**config.mk**
```make
export PLATFORM = sky130hd
export DESIGN_NAME = fifo_write_arbiter_flat
export DESIGN_NICKNAME = d
export VERILOG_FILES = /design/src/rtl/fifo_write_arbiter_if.sv /design/src/rtl/fifo_write_arbiter.sv /design/src/flat_wrapper.sv
export SDC_FILE = /design/constraint.sdc
export NUM_CORES = 1
export LEC_CHECK = 0
export BUFFER_PORTS_ARGS = -buffer_cell sky130_fd_sc_hd__buf_2
export CORE_MARGIN = 4
export CORE_UTILIZATION = 42
export CTS_BUF_LIST = sky130_fd_sc_hd__clkbuf_16
export CTS_CLUSTER_DIAMETER = 60
export DETAILED_ROUTE_END_ITERATION = 8
export PLACE_DENSITY = 0.92
export SETUP_SLACK_MARGIN = 0.2
export SYNTH_ARGS = -nofsm -noshare
export SYNTH_HDL_FRONTEND = slang
export SYNTH_SLANG_ARGS = --single-unit
```
**constraint.sdc**
```tcl
create_clock -name write_clock -period 2.3 [get_ports write_clock]
set_input_delay 0.46 -clock write_clock [delete_from_list [all_inputs] [get_ports write_clock]]
set_output_delay 0.46 -clock write_clock [all_outputs]
set_load 0.05 [all_outputs]
```
**src/rtl/fifo_write_arbiter_if.sv**
```systemverilog
// ---------------------------------------------------------------------------
// fifo_write_arbiter_if
//
// Purpose: groups the producer-side valid/ready/data bundle and the FIFO
// write-port signals that the write arbiter sits between.
//
// Signals:
//   req_valid         producers -> arbiter  bit i: requester i offers a word
//   req_data          producers -> arbiter  word i at [i*DATA_WIDTH +: DATA_WIDTH]
//   req_ready         arbiter -> producers  one-hot or zero take strobe
//   fifo_full         FIFO -> arbiter       FIFO full flag
//   fifo_almost_full  FIFO -> arbiter       exactly one free slot left
//   fifo_write_enable arbiter -> FIFO       registered write strobe
//   fifo_data         arbiter -> FIFO       registered write data
//   grant_id          arbiter -> FIFO side  requester that owns fifo_data
//   busy              arbiter -> system     any request pending or write in flight
//
// Modports:
//   master  the arbiter itself (drives ready and the FIFO write port)
//   slave   the producers and FIFO model around it
// ---------------------------------------------------------------------------
interface fifo_write_arbiter_if #(
  parameter int DATA_WIDTH = 32,
  parameter int NUM_REQ    = 4,
  parameter int REQ_BITS   = 2
);
  logic [NUM_REQ-1:0]            req_valid;
  logic [NUM_REQ*DATA_WIDTH-1:0] req_data;
  logic [NUM_REQ-1:0]            req_ready;
  logic                          fifo_full;
  logic                          fifo_almost_full;
  logic                          fifo_write_enable;
  logic [DATA_WIDTH-1:0]         fifo_data;
  logic [REQ_BITS-1:0]           grant_id;
  logic                          busy;

  modport master (
    input  req_valid, req_data, fifo_full, fifo_almost_full,
    output req_ready, fifo_write_enable, fifo_data, grant_id, busy
  );

  modport slave (
    output req_valid, req_data, fifo_full, fifo_almost_full,
    input  req_ready, fifo_write_enable, fifo_data, grant_id, busy
  );
endinterface

```
**src/rtl/fifo_write_arbiter.sv**
```systemverilog
// ---------------------------------------------------------------------------
// fifo_write_arbiter
//
// Purpose: round-robin arbiter sharing the single write port of the
// dual-clock FIFO between NUM_REQ producers in the write_clock domain.
// One word is taken per cycle and presented to the FIFO from registers.
// Writes are suppressed while the FIFO is full or while the in-flight write
// is about to consume the last free slot.
//
// Ports:
//   write_clock  clock, rising edge
//   reset        synchronous, active-high reset
//   bus          fifo_write_arbiter_if.master (request bundle + FIFO write port)
//
// Configuration:
//   FIFO_ARB_BURST_EN  when defined, a granted requester keeps priority for
//                      up to BURST_LEN consecutive transfers while it stays
//                      valid; otherwise pure round-robin.
// ---------------------------------------------------------------------------
module fifo_write_arbiter #(
  parameter int DATA_WIDTH = 32,
  parameter int NUM_REQ    = 4,
  parameter int REQ_BITS   = 2,
  parameter int BURST_LEN  = 4
) (
  input  logic                 write_clock,
  input  logic                 reset,
  fifo_write_arbiter_if.master bus
);

  logic [REQ_BITS-1:0]   last_grant_q, last_grant_d;
  logic                  fifo_write_enable_q, fifo_write_enable_d;
  logic [DATA_WIDTH-1:0] fifo_data_q, fifo_data_d;
  logic [REQ_BITS-1:0]   grant_id_q, grant_id_d;

`ifdef FIFO_ARB_BURST_EN
  logic [3:0] burst_cnt_q, burst_cnt_d;
  // Set by any transfer; marks that last_grant_q names a live burst owner
  // (not merely the reset pointer value).
  logic       burst_hold_q, burst_hold_d;
  logic       keep;
`endif

  logic                space_ok;
  logic                any_valid;
  logic                found;
  logic                xfer;
  logic [REQ_BITS-1:0] cand;
  logic [REQ_BITS-1:0] sel;
  logic [NUM_REQ-1:0]  ready;

  // The write already in flight consumes the last slot when almost_full.
  assign space_ok  = ~bus.fifo_full & ~(fifo_write_enable_q & bus.fifo_almost_full);
  assign any_valid = |bus.req_valid;

`ifdef FIFO_ARB_BURST_EN
  assign keep = burst_hold_q & bus.req_valid[last_grant_q]
              & (burst_cnt_q < 4'(BURST_LEN - 1));
`endif

  // Rotating priority search: last_grant+1 first, last_grant itself last.
  // Only valid, state and flag inputs feed this, never req_data.
  always_comb begin
    // NOTE: every variable gets a default before any conditional write, so
    // no path leaves it unassigned and no latch is inferred.
    sel   = '0;
    found = 1'b0;
    cand  = '0;
    for (int i = 0; i < NUM_REQ; i++) begin
      cand = REQ_BITS'((int'(last_grant_q) + i + 1) % NUM_REQ);
      if (!found && bus.req_valid[cand]) begin
        sel   = cand;
        found = 1'b1;
      end
    end
`ifdef FIFO_ARB_BURST_EN
    if (keep) sel = last_grant_q;
`endif
  end

  always_comb begin
    ready = '0;
    if (space_ok && any_valid && !reset) ready[sel] = 1'b1;
  end

  // sel always points at a valid requester when ready is raised.
  assign xfer = |ready;

  always_comb begin
    last_grant_d        = last_grant_q;
    fifo_data_d         = fifo_data_q;
    grant_id_d          = grant_id_q;
    fifo_write_enable_d = xfer;
    if (xfer) begin
      last_grant_d = sel;
      fifo_data_d  = bus.req_data[int'(sel)*DATA_WIDTH +: DATA_WIDTH];
      grant_id_d   = sel;
    end
  end

`ifdef FIFO_ARB_BURST_EN
  always_comb begin
    burst_cnt_d  = burst_cnt_q;
    burst_hold_d = burst_hold_q;
    if (xfer) begin
      burst_hold_d = 1'b1;
      // Retained transfer extends the burst; anything else (new owner, or
      // owner re-won after its burst expired) starts a fresh count.
      burst_cnt_d  = (keep && sel == last_grant_q) ? burst_cnt_q + 4'd1 : 4'd0;
    end else if (burst_hold_q && !bus.req_valid[last_grant_q]) begin
      // Owner dropped valid: burst over, search resumes from owner+1.
      burst_hold_d = 1'b0;
      burst_cnt_d  = 4'd0;
    end
  end
`endif

  // NOTE: sequential state uses non-blocking assignments only, so every flop
  // samples the pre-edge value of its neighbours regardless of block order.
  always_ff @(posedge write_clock) begin
    if (reset) begin
      // NOTE: the data register is reset too; it is a single output word,
      // not a storage array, and a known 0 keeps the FIFO port clean.
      last_grant_q        <= REQ_BITS'(NUM_REQ - 1);
      fifo_write_enable_q <= 1'b0;
      fifo_data_q         <= '0;
      grant_id_q          <= '0;
`ifdef FIFO_ARB_BURST_EN
      burst_cnt_q         <= 4'd0;
      burst_hold_q        <= 1'b0;
`endif
    end else begin
      last_grant_q        <= last_grant_d;
      fifo_write_enable_q <= fifo_write_enable_d;
      fifo_data_q         <= fifo_data_d;
      grant_id_q          <= grant_id_d;
`ifdef FIFO_ARB_BURST_EN
      burst_cnt_q         <= burst_cnt_d;
      burst_hold_q        <= burst_hold_d;
`endif
    end
  end

  assign bus.req_ready         = ready;
  assign bus.fifo_write_enable = fifo_write_enable_q;
  assign bus.fifo_data         = fifo_data_q;
  assign bus.grant_id          = grant_id_q;
  assign bus.busy              = any_valid | fifo_write_enable_q;

endmodule

```
**src/flat_wrapper.sv**
```systemverilog
// flat-port wrapper written by rule: the top's interface ports become plain ports
module fifo_write_arbiter_flat 
#(
  parameter int DATA_WIDTH = 32,
  parameter int NUM_REQ    = 4,
  parameter int REQ_BITS   = 2,
  parameter int BURST_LEN  = 4
)
  (write_clock, reset, bus_req_valid, bus_req_data, bus_fifo_full, bus_fifo_almost_full, bus_req_ready, bus_fifo_write_enable, bus_fifo_data, bus_grant_id, bus_busy);
  fifo_write_arbiter_if #(.DATA_WIDTH(DATA_WIDTH), .NUM_REQ(NUM_REQ), .REQ_BITS(REQ_BITS)) bus_i ();
  input  logic write_clock;
  input  logic reset;
  input wire logic [$bits(bus_i.req_valid)-1:0] bus_req_valid;
  input wire logic [$bits(bus_i.req_data)-1:0] bus_req_data;
  input wire logic [$bits(bus_i.fifo_full)-1:0] bus_fifo_full;
  input wire logic [$bits(bus_i.fifo_almost_full)-1:0] bus_fifo_almost_full;
  output wire logic [$bits(bus_i.req_ready)-1:0] bus_req_ready;
  output wire logic [$bits(bus_i.fifo_write_enable)-1:0] bus_fifo_write_enable;
  output wire logic [$bits(bus_i.fifo_data)-1:0] bus_fifo_data;
  output wire logic [$bits(bus_i.grant_id)-1:0] bus_grant_id;
  output wire logic [$bits(bus_i.busy)-1:0] bus_busy;
  assign bus_i.req_valid = bus_req_valid;
  assign bus_i.req_data = bus_req_data;
  assign bus_i.fifo_full = bus_fifo_full;
  assign bus_i.fifo_almost_full = bus_fifo_almost_full;
  assign bus_req_ready = bus_i.req_ready;
  assign bus_fifo_write_enable = bus_i.fifo_write_enable;
  assign bus_fifo_data = bus_i.fifo_data;
  assign bus_grant_id = bus_i.grant_id;
  assign bus_busy = bus_i.busy;
  fifo_write_arbiter #(.DATA_WIDTH(DATA_WIDTH), .NUM_REQ(NUM_REQ), .REQ_BITS(REQ_BITS), .BURST_LEN(BURST_LEN)) u_core (.write_clock(write_clock), .reset(reset), .bus(bus_i));
endmodule
```
After elaboration in Yosys (flattened, before gate mapping)
Cells that the tools add are included.
Cells by class
  add/subtract/negate cells: 6
  bitwise logic cells: 5
  shift operators: 1
  reductions and logical operators: 12
  muxes and demuxes: 18
  order comparisons: 6
Operators with widths (number)
  $shiftx 128x8->32: 1
  $lt 2x3->1 const B: 5
  $add 2x2->2 const B: 5
  $bmux 1 s2: 4
  $mux 1: 8
  $mux 2: 4
  $reduce_or 4->1: 2
  $logic_and 1x1->1: 6
  $logic_not 1->1: 4
  $mux 4: 1
  $add 2x1->2 const B: 1
  $and 1x1->1: 2
  $demux 1 s2: 1
  $ge 2x1->1 const B: 1
  $not 1->1: 2
  $or 1x1->1: 1
Storage, ports and cells
  logic and storage cells: 52
  input bits: 136
  output and inout bits: 40
  register bits after elaboration: 37

Logic depth before layout (Yosys ltp)
Gate-level depths: netlist of run 1.
  depth after elaboration: 19
  depth in mapped cells: 8
  depth with buffers taken out: 5

Worst setup path before layout of run 1
OpenSTA, ideal clock, no wires.
  path type: input port to output port
  from: input reset
  to: output bus_req_ready[2]
  data required time: 1.840 ns
  path buffers: 2
  stages on the path: 5
  setup slack: -0.483 ns
  arrival: 2.323 ns
  cells stage by stage: buf_2 -> a211o_1 -> a21o_1 -> clkbuf_1 -> nor3_1
Between the ends
  longest elaborated chain between the ends: 3
RTL lines
  start: declaration: line flat_wrapper.sv:12  | input logic reset;
  $logic_not 1->1: line fifo_write_arbiter.sv:83  | if (space_ok && any_valid && !reset) ready[sel] = 1'b1;
  $logic_and 1x1->1: line fifo_write_arbiter.sv:83
  $mux 4: line fifo_write_arbiter.sv:83
  end: declaration: line flat_wrapper.sv:17  | output wire logic [$bits(bus_i.req_ready)-1:0] bus_req_ready;
Every way passes these cells.

Final worst setup path of run 1
  from: register u_core.fifo_write_enable_q (netlist: u_core.bus.fifo_write_enable)
  to: output bus_req_ready[2]
Between the ends
  longest elaborated chain between the ends: 6
RTL lines
  start: declaration: line fifo_write_arbiter.sv:32  | logic fifo_write_enable_q, fifo_write_enable_d;
  start signal: assignment: line fifo_write_arbiter.sv:134  | fifo_write_enable_q <= fifo_write_enable_d;
  $and 1x1->1: line fifo_write_arbiter.sv:53  | assign space_ok = ~bus.fifo_full & ~(fifo_write_enable_q & bus.fifo_almost_full);
  $not 1->1: line fifo_write_arbiter.sv:53
  $and 1x1->1: line fifo_write_arbiter.sv:53
  $logic_and 1x1->1 (2 in series): line fifo_write_arbiter.sv:83
  $mux 4: line fifo_write_arbiter.sv:83
Every way passes these cells.

==> results of run 1 <==
## cell type report
type                       instances  area (sq um)
fill                             479          2040
multi-input combinational        206          1640
timing repair buffer             184           976
sequential                        37           746
clock buffer                       5           125
tap                               72          90.1
inverter                           3          11.3
clock inverter                     2          7.51
## metrics by stage
step / total power [W] / instances
6_report: 0.00215 / 509
2_1_floorplan: 0.00129 / 270
5_1_grt: 0.00225 / 509
3_3_place_gp: 0.00150 / 502
4_1_cts: 0.00215 / 509
3_5_place_dp: 0.00153 / 502
## power by group through the flow
| stage | combinational [W] | clock (W) | sequential (W) |
|---|---|---|---|
| global route | 0.000858 | 0.000670 | 0.000727 |
| finish | 0.000799 | 0.000631 | 0.000720 |
| CTS | 0.000797 | 0.000638 | 0.000719 |
| global placement | 0.000774 | 0 | 0.000731 |
| floorplan | 0.000406 | 0 | 0.000883 |
| detailed placement | 0.000795 | 0 | 0.000731 |
## layer usage
| layer | track usage | vias up |
|---|---|---|
| li1 | - | 1350 |
| met5 | 0 | - |
| met3 | 0.0650 | 15 |
| met4 | 0.0849 | 0 |
| met2 | 0.412 | 144 |
| met1 | 0.266 | 1333 |
## worst register-to-register path, stage by stage (launching register included)
cell and delay (ns):
dfxtp_1 0.33, a211o_1 0.34, a21o_2 0.29, buf_12 0.18, clkinv_1 0.06, buf_4 0.34, nor2_1 0.09, a211oi_1 0.17
## how the worst max path moves through the flow
stage	end	cells after the start	from	slack, ns
2_1_floorplan	bus_req_ready[2]	5	reset	0.17
3_3_place_gp	u_core.bus.fifo_data[13]$_SDFFE_PP0P_	8	bus_req_valid[1]	0.17
3_5_place_dp	u_core.bus.fifo_data[1]$_SDFFE_PP0P_	8	bus_req_valid[1]	0.16
4_1_cts	bus_req_ready[3]	5	u_core.last_grant_q[1]$_SDFFE_PP1P_	0.19
5_1_grt	bus_req_ready[0]	4	u_core.bus.fifo_write_enable$_SDFF_PP0_	0.15
6_report	bus_req_ready[2]	4	u_core.bus.fifo_write_enable$_SDFF_PP0_	0.22
## kinds of logic after synthesis
kind of cell / Yosys count / share of synthesized area
AO/OA/AOI/OAI: 83 / 0.324
multiplexers: 32 / 0.159
flip-flops: 37 / 0.295
AND/OR/NAND/NOR: 91 / 0.153
buffers and inverters: 27 / 0.0689
## what timing repair did
item	4_1_cts	5_1_grt
resized for setup	3	5
hold endpoints to repair	0	0
hold buffers	0	0
cloned	0	0
endpoints found under the setup margin	2	4
## sequential cells by signal (all words and copies together), names as in the netlist
register / cells
u_core.bus.fifo_data: 32
u_core.bus.grant_id: 2
u_core.last_grant_q: 2
u_core.bus.fifo_write_enable: 1
## synthesized netlist by cell type (all sizes together)
master    n
nor2     44
dfxtp    37
nand2    35
a211oi   32
a221oi   32
mux2     32
buf      15
clkbuf    9
a21oi     5
nor3      3
a211o     2
and2      2
inv       2
nand2b    2
nand3b    2
o211ai    2
o21ai     2
o221a     2
a21o      1
and2b     1
clkinv    1
nor2b     1
o2111ai   1
o21a      1
o21bai    1
o221ai    1
o32ai     1
or2       1
==> results.ini, run 1 <==
[die]
ios = 176
die_x_um = 85.3
die_y_um = 85.3
initial_core_util = 0.444
core_sq_um = 5640
core.rowCount = 27
dieArea_sq_um = 7270

[detailed_routing]
first_pass_iters = 4
route.met3.wl_um = 815
topRoutingLayerUsed = met4
vias = 2842
drtAntennaViolNets = 0
drt_iter0_markers = 111
avgViaCountPerCell = 5.58
wl_met1_mm = 3.28
drc = 0
met2_length_mm = 4.56
wl_mm = 8.81
wire_per_inst_um = 17.3

[pwr]
powerDensity_nw_per_um2 = 598
p_sw_w = 0.000771
clkPwrFrac = 0.294
p_leak_nw = 1.72
pwr-share-seq = 0.335
peakVddDrop_mv = 0.314
pwr-share-comb = 0.372
p_sw_frac = 0.358
intPower_w = 0.00138

[setup_path]
worst-path-max-fanout = 5
crit_arrival_ns = 1.62
slowest_stage = a211o_1
critical_path_class = reg2out
cp_slowest_stage_delay_ns = 0.34
cp.required_ns = 1.84
worstPathCellList = a211o_1 -> a21o_2 -> nor3_4 -> buf_4
crit_buf_inv = 1
startpoint_type = register
reg2reg_to = u_core.bus.fifo_data[15]$_SDFFE_PP0P_
path_delay_family = compound AO/OA/AOI/OAI gates
end_kind = output port
reg2reg_from = u_core.bus.fifo_write_enable$_SDFF_PP0_
rrSetupSlack_ns = 0.41
rr_worst_depth = 7

[synth]
synth-seq-cells = 37
yosysTopAreaCell = dfxtp_1
synth.distinct_cells = 39
synth_top_area_frac = 0.295
synth_warnings = 0
ys_seq_area_frac = 0.295
synthTopCellsByArea = dfxtp_1 30%, a211oi_2 13%, a221oi_1 11%, mux2_1 7.6%, nor2_1 6.6%
syn_nets = 406
postSynthCellCount = 270
synth.avg_cell_area_sq_um = 9.29
syn_area_sq_um = 2510

[clock_tree]
clk_latency_ns = 0.27
path_clk_slew_ns = 0.05
tritoncts = built
cts-buffers-inserted = 5
cts_sinks = 37
htreeDepth = 2
post_cts_buffers = 0
cts_buffer_depth = 2
clockRootBuffer = clkbuf_16

[layout]
mostFrequentLayoutCell = buf_2
final_util = 0.638
stdcell_area_sq_um = 3600
area_delta_synth_final_pct = 43.5
fin_nets = 573
layout_common_cells = 172 x buf_2, 44 x nor2_1, 35 x dfxtp_1
antenna_cells = 0
final_layout_size_suffix_gt1_frac = 0.568

[grt]
grt_max_degree = 37
grt_pass1_wl_mm = 13.8
track_usage = 0.233
grt_pass1_vias = 2953
grt-ovfl-total = 0
antenna_found_initial = 0

[hold_path]
hold-path-endpoint = u_core.bus.fifo_data[16]$_SDFFE_PP0P_
hold_depth = 2
worstHoldStart = u_core.bus.fifo_data[16]$_SDFFE_PP0P_
min_path_type = reg2reg

[timing]
fin_worst_hold_slack_ns = 0.489
fin_crit_sh = 0.904
period_minus_slack_ns = 2.08
finalWorstSetupSlack_ns = 0.220
final_max_slew_viol_count = 0
final-setup-viol-count = 0
relSlewSlack = 0.628
finClkSkew_ns = 0.00359
rsz0062_at_grt = true
max_freq_ghz = 0.481
worstMarginPinSlew_ns = 0.558
final-hold-violation-count = 0
setup_tns_ns = 0

[place]
numPortBuffers = 175
gp_congestion = 0.964
dp_hpwl_mm = 6.49
dp_slack_ns = 0.157
place_area_sq_um = 3450

[status]
status = completed

[job]
maxCapViolCount = 0

Note: power is estimated with default switching activity, not from simulation.
==> inputs of run 2 (changes only) <==
clock period = 2.2 ns   (was 2.3 ns; I/O delays follow)
==> run 2 against run 1 <==
  * Clock-buffer cell count did not move
  * Critical path depth rose by 2
  * Combinational power rose by 10%
  * Worst hold slack got worse by 0.00071 ns
  * Clock skew rose by 0.0021 ns
  * Critical path type unchanged
  * Critical endpoint is now bus_req_ready[3]
  * Highest routed layer unchanged
==> results.ini, run 2 (same netlist as run 1, synthesis figures left out) <==
[setup_path]
rr_worst_depth = 9  ; was 7
cp.required_ns = 1.76  ; was 1.84 ns
startpoint_type = register  ; unchanged
cp_common_cell = buf_6
rrSetupSlack_ns = 0.20  ; was 0.41 ns
reg2reg_from = u_core.last_grant_q[1]$_SDFFE_PP1P_  ; was u_core.bus.fifo_write_enable$_SDFF_PP0_
cp_slowest_stage_delay_ns = 0.36  ; was 0.34 ns
path_delay_family = compound AO/OA/AOI/OAI gates  ; unchanged
crit_buf_inv = 2  ; was 1
end_kind = output port  ; unchanged
crit_arrival_ns = 1.57  ; was 1.62 ns
critical_path_class = reg2out  ; unchanged
slowest_stage = dfxtp_4  ; was a211o_1
reg2reg_to = u_core.bus.fifo_data[30]$_SDFFE_PP0P_  ; was u_core.bus.fifo_data[15]$_SDFFE_PP0P_
worst-path-max-fanout = 4  ; was 5
worstPathCellList = buf_6 -> nand2_1 -> a21oi_2 -> o221a_2 -> nor3_4 -> buf_6  ; was a211o_1 -> a21o_2 -> nor3_4 -> buf_4

[grt]
grt_max_degree = 37  ; unchanged
grt_pass1_wl_mm = 14.4  ; was 13.8 mm
grt-ovfl-total = 0  ; unchanged
grt_pass1_vias = 3065  ; was 2953
antenna_found_initial = 0  ; unchanged
track_usage = 0.246  ; was 0.233

[place]
numPortBuffers = 175  ; unchanged
dp_hpwl_mm = 7.13  ; was 6.49 mm
gp_congestion = 0.942  ; was 0.964
placed_cells = 507  ; was 502
dp_slack_ns = 0.0980  ; was 0.157 ns
place_area_sq_um = 3480  ; was 3450 sq um

[clock_tree]
htreeDepth = 2  ; unchanged
clockRootBuffer = clkbuf_16  ; unchanged
hold_buffers = 0  ; unchanged
path_clk_slew_ns = 0.06  ; was 0.05 ns
cts_buffer_depth = 2  ; unchanged
cts-buffers-inserted = 5  ; unchanged
cts_sinks = 37  ; unchanged
clk_latency_ns = 0.27  ; about the same
tritoncts = built  ; unchanged

[timing]
finClkSkew_ns = 0.00566  ; was 0.00359 ns
final_max_slew_viol_count = 0  ; unchanged
final-setup-viol-count = 0  ; unchanged
final-hold-violation-count = 0  ; unchanged
max_freq_ghz = 0.498
setup_tns_ns = 0  ; unchanged
worstMarginPinSlew_ns = 0.566  ; was 0.558 ns
finalWorstSetupSlack_ns = 0.194  ; was 0.220 ns
period_minus_slack_ns = 2.01
relSlewSlack = 0.623  ; was 0.628
rsz0062_at_grt = true  ; unchanged
fin_crit_sh = 0.912

[detailed_routing]
drc = 0  ; unchanged
drtAntennaViolNets = 0  ; unchanged
drt_iter0_markers = 109  ; was 111
wl_mm = 9.60  ; was 8.81 mm
first_pass_iters = 4  ; unchanged
vias = 2974  ; was 2842
avgViaCountPerCell = 5.69  ; was 5.58
wire_per_inst_um = 18.4  ; was 17.3 um

[layout]
mostFrequentLayoutCell = buf_2  ; unchanged
final_layout_size_suffix_gt1_frac = 0.590  ; was 0.568
fin_nets = 586  ; was 573
finalNonFillerCells = 523  ; was 509
antenna_cells = 0  ; unchanged
final_util = 0.666  ; was 0.638
fillCellCount = 458  ; was 479
area_delta_synth_final_pct = 49.9  ; was 43.5%
largest_reg_flops = 32  ; unchanged
stdcell_area_sq_um = 3760  ; was 3600 sq um
layout_common_cells = 170 x buf_2, 43 x nor2_1, 34 x nand2_1, 34 x dfxtp_1, 32 x a221oi_1  ; was 172 x buf_2, 44 x nor2_1, 35 x dfxtp_1

[die]
ios = 176  ; unchanged
dieArea_sq_um = 7270  ; unchanged
die_x_um = 85.3  ; unchanged
initial_core_util = 0.444  ; unchanged
core.rowCount = 27  ; unchanged
core_sq_um = 5640  ; unchanged
die_y_um = 85.3  ; unchanged

[pwr]
p_leak_nw = 1.80  ; was 1.72 nW
peakVddDrop_mv = 0.417  ; was 0.314 mV
powerDensity_nw_per_um2 = 644  ; was 598 nW/um^2

[hold_path]
hold-path-endpoint = u_core.bus.fifo_data[17]$_SDFFE_PP0P_  ; was u_core.bus.fifo_data[16]$_SDFFE_PP0P_
worstHoldStart = u_core.bus.fifo_data[17]$_SDFFE_PP0P_  ; was u_core.bus.fifo_data[16]$_SDFFE_PP0P_
min_path_type = reg2reg  ; unchanged
hold_depth = 2  ; unchanged

[status]
status = completed  ; unchanged

[job]
maxCapViolCount = 0  ; unchanged

-- run 2: metrics by stage --
| stage | hold slack, ns | power [W] |
|---|---|---|
| after CTS | 0.490 | 0.00240 |
| final | 0.489 | 0.00242 |
| after global placement | 0.474 | 0.00158 |
| after floorplan | 0.550 | 0.00135 |
| after global routing | 0.499 | 0.00252 |
| after detailed placement | 0.482 | 0.00161 |
-- run 2: repair_timing --
item,4_1_cts,5_1_grt
resized for setup,10,13
cloned,0,0
pin swaps,0,4
setup buffers,0,8
setup endpoints to repair,4,4
-- run 2: worst max path at each step --
stage,cells after the start,to,start
final,6,bus_req_ready[3],u_core.last_grant_q[1]$_SDFFE_PP1P_
after CTS,6,bus_req_ready[3],bus_req_valid[1]
after global routing,5,bus_req_ready[3],u_core.last_grant_q[1]$_SDFFE_PP1P_
after floorplan,5,bus_req_ready[1],bus_req_valid[3]
after detailed placement,7,u_core.bus.fifo_data[4]$_SDFFE_PP0P_,bus_req_valid[3]
after global placement,5,bus_req_ready[2],bus_req_valid[1]
-- run 2: metal layers --
metal	vias up	part of all wire	GRT usage
met5	-	0	0
met4	0	0.023	0.0935
met1	1422	0.35	0.267
li1	1383	-	-
met2	147	0.54	0.465
met3	22	0.080	0.0485
-- run 2: layout make-up --
cell class,count,area [sq um],share of cell area
Clock buffer,5,125,0.0333
Clock inverter,3,37.5,0.00999
Inverter,3,11.3,0.00300
Multi-Input combinational cell,206,1660,0.442
Sequential cell,37,747,0.199
Tap cell,72,90.1,0.0240
Timing Repair Buffer,197,1080,0.289
-- run 2: power by group --
group / leakage, nW / internal, W / switching [W]
logic: 1.41 / 0.000346 / 0.000535
clock network: 0.0826 / 0.000526 / 0.000259
registers: 0.305 / 0.000721 / 0.0000317
-- run 2: worst register-to-register path, stage by stage, from the launching register on --
cell and delay [ns]:
dfxtp_4 0.36, buf_6 0.12, o211ai_1 0.14, o2111ai_4 0.24, buf_4 0.19, buf_4 0.13, buf_12 0.15, mux2_1 0.36
nand2_1 0.10, a211oi_2 0.06
